### src/rtl/rv32i_fetch_queue_pkg.sv
// rv32i_fetch_queue_pkg: shared RV32I word, fetch packet and predecoded instruction types.
package rv32i_fetch_queue_pkg;
    typedef logic [31:0] rv32i_word;
    typedef struct packed {
        rv32i_word pc;
        rv32i_word instr;
    } fetch_packet_t;
    typedef struct packed {
        logic [6:0] opcode;
        logic [4:0] rd;
        logic [4:0] rs1;
        logic [4:0] rs2;
        logic [2:0] funct3;
        logic [6:0] funct7;
        rv32i_word i_imm;
        rv32i_word s_imm;
        rv32i_word b_imm;
        rv32i_word u_imm;
        rv32i_word j_imm;
    } instruction_decoded;
endpackage

### src/rtl/rv32i_fetch_queue_predecode.sv
// rv32i_predecode: combinational RV32I field extraction and sign-extended immediates.
module rv32i_predecode
    import rv32i_fetch_queue_pkg::*;
(
    input  rv32i_word          instr,
    output instruction_decoded dec
);
    always_comb begin
        dec.opcode = instr[6:0];
        dec.rd     = instr[11:7];
        dec.funct3 = instr[14:12];
        dec.rs1    = instr[19:15];
        dec.rs2    = instr[24:20];
        dec.funct7 = instr[31:25];
        dec.i_imm  = {{20{instr[31]}}, instr[31:20]};
        dec.s_imm  = {{20{instr[31]}}, instr[31:25], instr[11:7]};
        dec.b_imm  = {{19{instr[31]}}, instr[31], instr[7], instr[30:25], instr[11:8], 1'b0};
        dec.u_imm  = {instr[31:12], 12'b0};
        dec.j_imm  = {{11{instr[31]}}, instr[31], instr[19:12], instr[20], instr[30:21], 1'b0};
    end
endmodule

### src/rtl/rv32i_fetch_queue.sv
// rv32i_fetch_queue: fetch-to-decode packet queue with flush, optional empty bypass
// and a predecoded view of the head instruction.
module rv32i_fetch_queue
    import rv32i_fetch_queue_pkg::*;
#(
    parameter int DEPTH     = 4,
    parameter int AF_MARGIN = 1,
    parameter bit BYPASS    = 1'b0
) (
    input  logic                       clk,
    input  logic                       rst,
    input  logic                       flush,
    input  logic                       in_valid,
    output logic                       in_ready,
    input  logic [31:0]                in_pc,
    input  logic [31:0]                in_instr,
    output logic                       out_valid,
    input  logic                       out_ready,
    output logic [31:0]                out_pc,
    output logic [31:0]                out_instr,
    output instruction_decoded         out_dec,
    output logic [$clog2(DEPTH+1)-1:0] count,
    output logic                       almost_full
);
    localparam int PW = $clog2(DEPTH);
    localparam int CW = $clog2(DEPTH+1);
    localparam logic [CW-1:0] FULL_LVL = CW'(DEPTH);
    localparam logic [CW-1:0] AF_LVL   = CW'(DEPTH - AF_MARGIN);

    fetch_packet_t mem [DEPTH];
    fetch_packet_t head;
    logic [PW-1:0] rd_ptr, wr_ptr;
    logic empty, full, bypass, push, pop, store, deq;

    // bypass is masked by rst so an in-flight packet never shows while resetting
    always_comb begin
        empty       = count == '0;
        full        = count == FULL_LVL;
        bypass      = BYPASS && empty && in_valid && !rst;
        in_ready    = !full && !flush;
        out_valid   = !flush && (!empty || bypass);
        push        = in_valid && in_ready;
        pop         = out_valid && out_ready;
        store       = push && !(bypass && pop);
        deq         = pop && !empty;
        head        = bypass ? {in_pc, in_instr} : mem[rd_ptr];
        out_pc      = head.pc;
        out_instr   = head.instr;
        almost_full = count >= AF_LVL;
    end

    always_ff @(posedge clk or posedge rst) begin
        if (rst) begin
            rd_ptr <= '0;
            wr_ptr <= '0;
            count  <= '0;
            for (int i = 0; i < DEPTH; i++) mem[i] <= '0;
        end else if (flush) begin
            rd_ptr <= '0;
            wr_ptr <= '0;
            count  <= '0;
        end else begin
            if (store) begin
                mem[wr_ptr] <= {in_pc, in_instr};
                wr_ptr      <= wr_ptr + 1'b1;
            end
            if (deq) rd_ptr <= rd_ptr + 1'b1;
            count <= count + CW'(store) - CW'(deq);
        end
    end

    rv32i_predecode u_predecode (
        .instr (out_instr),
        .dec   (out_dec)
    );
endmodule

### config.mk
export PLATFORM = sky130hd
export DESIGN_NAME = rv32i_fetch_queue
export DESIGN_NICKNAME = d
export VERILOG_FILES = /design/src/rtl/rv32i_fetch_queue_pkg.sv /design/src/rtl/rv32i_fetch_queue_predecode.sv /design/src/rtl/rv32i_fetch_queue.sv
export SDC_FILE = /design/constraint.sdc
export NUM_CORES = 1
export LEC_CHECK = 0
export CAP_MARGIN = 5
export CORE_MARGIN = 4
export CORE_UTILIZATION = 46
export CTS_CLUSTER_DIAMETER = 150
export DETAILED_ROUTE_END_ITERATION = 10
export PLACE_DENSITY = 0.74
export REMOVE_ABC_BUFFERS = 1
export SLEW_MARGIN = 0
export SYNTH_ARGS = -nofsm -noshare
export SYNTH_HDL_FRONTEND = slang
export SYNTH_SLANG_ARGS = --single-unit
export TNS_END_PERCENT = 30
### constraint.sdc
create_clock -name clk -period 7.75 [get_ports clk]
set_input_delay 0.775 -clock clk [delete_from_list [all_inputs] [get_ports clk]]
set_output_delay 0.775 -clock clk [all_outputs]
set_load 0.02 [all_outputs]
==> metrics.md <==
| Metric | Value |
|---|---|
| Die outline height | 183.7 µm |
| Wire per inst | 19.75 µm |
| Worst Max-Slew Pin Slew | 1.116 ns |
| WL final | 27890 µm |
| Global Route Usage Sum | 16.24% |
| Clock Latency Late Sink | 0.53 ns |
| Worst reg2reg startpoint | count[2] |
| Unrepaired setup endpoints after global routing | no |
| Outcome | complete, no violations |
| DP HPWL | 17360 µm |
| Root buffer cell | clkbuf_16 |
| CP Data Arrival Time | 3.40 ns |
| Clock sinks | 263 |
| Cell Pwr Density | 530.6 nW/µm² |
| R2r setup slk | 5.08 ns |
| Crit-path slowest cell | dfrtp_4 |
| Largest net degree at the start of global routing | 151 |
| Initial antenna violation count | 0 |
| Fin crit share | 53.85% |
| Multi-input combinational cell area | 5580 µm² |
| Pre-antenna DRT Iters | 4 |
| Peak Freq | 0.2396 GHz |
| Number of vias per cell | 5.010 |
| Initial Utilization | 46.54% |
| GR Overflow Total | 0 |
| First-pass GRT wire length | 44850 µm |
| # diodes | 0 |
| P_leak | 7.281 nW |
| Synth Register Bits | 263 |
| Final Max Tran Viols | 0 |
| Seq/Total Area, Yosys | 46.35% |
| Hold Path Depth | 1 |
| Worst Hold Class | reg -> reg |
| Crit Path Max Fanout | 38 |
| R2R depth | 4 |
| R2r endpoint | mem[64] |
| Area Growth Syn to Fin | 19.14% |
| Final Hold Vio Count | 0 |
| H-tree depth | 1 |
| Most frequent cells in the layout | clkdlybuf4s50_1, dfrtp_1, mux2_4, mux4_2, clkbuf_16 |
| Fillers | 2448 |
| Worst Setup Path Type | reg -> out |
| DR vias | 7074 |
| Hold endpoint | mem[190] |
| Synth warn | 0 |
| Avg Inst Size Synth | 16.47 µm² |
| Worst ir drop on vdd | 0.3636 mV |
| Drt drc | 0 |
| Worst EP required | 6.97 ns |
| Crit path largest cell delay | 0.79 ns |
| TritonCTS clock tree | yes |
| CP Capture Type | primary output |
| Hold path start | mem[190] |
| CP cell instances | buf_4 -> mux4_2 -> clkdlybuf4s50_1 |
| Commonest non-fill, non-tap cell in the layout | clkdlybuf4s50_1 |
| Core ar. | 30510 µm² |
| I/O pin cnt | 331 |
| Post_cts resized | 0 |
| Hold Buf Count CTS | 0 |
| Postcts setup bufs | 0 |
| FP Rows | 64 |
| Final setup violation count | 0 |
| Post-route ant nets | 0 |
| Cell Area, Synth | 14200 µm² |
| Power, Total | 8.977 mW |
| Layout cells sized above 1 | 36.71% |
| Clock skew | 0.008904 ns |
| Clock transition at path regs | 0.06 ns |
| Crit path launch type | register |
| CTS Buffer Depth | 3 |
| Tightest slew margin relative to the limit | 25.62% |
| Placer Congestion | 0.7165 |
| Post-Syn Instances | 862 |
| Register area | 6589 µm² |
| Nets | 1071 |
| Vias in the first global route | 7988 |
| CTS buffer count | 29 |
| Synth cell types | 24 |
| Die area | 33740 µm² |
| Max-cap violations | 0 |
| Port bufs | 316 |
| First-iteration detailed-routing DRC count | 266 |
| Die W | 183.7 µm |
| Crit path time final | 4.174 ns |
| TNS Setup | 0 ns |
-- power breakdown --
group / switching (mW) / internal, mW
logic: 2.30 / 2.85
clock network: 0.567 / 0.845
registers: 0.396 / 2.02
total: 3.26 / 5.72
-- through the flow --
step,setup WS (ns),cells,instance area (µm²),util [%],hold slack [ns]
6_report,3.576,1412,16920,55.45,0.4874
5_1_grt,3.332,1412,16920,55.45,0.5017
4_1_cts,3.440,1412,16920,55.45,0.4887
3_5_place_dp,3.955,1359,15920,52.19,0.4750
3_3_place_gp,3.999,1359,15920,52.19,0.4624
2_1_floorplan,-1.374,640,12180,-,0.4525
-- Yosys cell counts --
| cell | n | area [µm²] |
|---|---|---|
| nor3_1 | 1 | 5.000 |
| conb_1 | 1 | 3.750 |
| o21ai_0 | 1 | 5.000 |
| buf_1 | 6 | 22.52 |
| or3b_4 | 1 | 11.26 |
| fa_1 | 1 | 20.02 |
| o31ai_1 | 1 | 7.510 |
| buf_2 | 5 | 25.02 |
| mux4_2 | 64 | 1441 |
| dfrtp_1 | 263 | 6581 |
| nor2b_1 | 3 | 18.77 |
| nor2_1 | 9 | 33.78 |
| clkbuf_1 | 4 | 15.01 |
| buf_4 | 192 | 1441 |
| ha_1 | 7 | 87.58 |
| mux2_1 | 16 | 180.2 |
| nand2_1 | 3 | 11.26 |
| xor2_1 | 3 | 26.28 |
| mux2_2 | 2 | 22.52 |
| mux2_4 | 240 | 3603 |
| o311ai_0 | 1 | 8.760 |
| and3_4 | 4 | 45.04 |
| buf_12 | 28 | 560.5 |
| inv_1 | 6 | 22.52 |
-- worst max path at each step --
| stage | startpoint | cells past startpoint | slack (ns) | endpoint |
|---|---|---|---|---|
| 3_3_place_gp | flush | 5 | 4.00 | mem[127] |
| 2_1_floorplan | rd_ptr[0] | 1 | -1.37 | out_dec[107] |
| 6_report | rd_ptr[0] | 3 | 3.58 | out_dec[48] |
| 4_1_cts | rd_ptr[0] | 3 | 3.44 | out_dec[175] |
| 5_1_grt | rd_ptr[0] | 3 | 3.33 | out_dec[47] |
| 3_5_place_dp | flush | 5 | 3.96 | mem[127] |
-- cell families (layout without fill, tap and decap cells) --
kind of cell | after synthesis | in the layout | share of synthesized area, %
AO/OA/AOI/OAI | 3 | 3 | 0.1498
AND/OR/NAND/NOR | 21 | 21 | 0.8811
buffers and inverters | 241 | 382 | 14.70
other | 1 | 14 | 0.02641
multiplexers | 322 | 322 | 36.95
flip-flops | 263 | 263 | 46.35
XOR/XNOR | 3 | 3 | 0.1851
adder cells (fa/ha/maj) | 8 | 8 | 0.7578
-- sequential cells by signal, summed over array words and instances (netlist names) --
register,flops
count,3
mem,256
rd_ptr,2
wr_ptr,2
-- final cells by class --
class / instances / share of cell area, %
Inverter: 6 / 0.1775
Clock inverter: 17 / 1.080
Tap cell: 396 / 2.929
Multi-Input combinational cell: 371 / 32.99
Sequential cell: 263 / 38.95
Clock buffer: 36 / 4.800
Timing Repair Buffer: 323 / 19.08
-- critical path, delay by kind of cell, from the launching register on --
family | cells | cell delay, ns
buf+inv | 2 | 1.32
mux | 1 | 0.68
flops | 1 | 0.79
-- metal layers --
| metal | share of wire [%] | track usage [%] | vias up |
|---|---|---|---|
| li1 | - | - | 3104 |
| met1 | 48 | 24.03 | 3694 |
| met2 | 46 | 25.37 | 248 |
| met3 | 5.4 | 3.304 | 28 |
| met4 | 1.3 | 2.987 | 0 |
| met5 | 0 | 0 | - |
(Power assumes the default switching activity.)
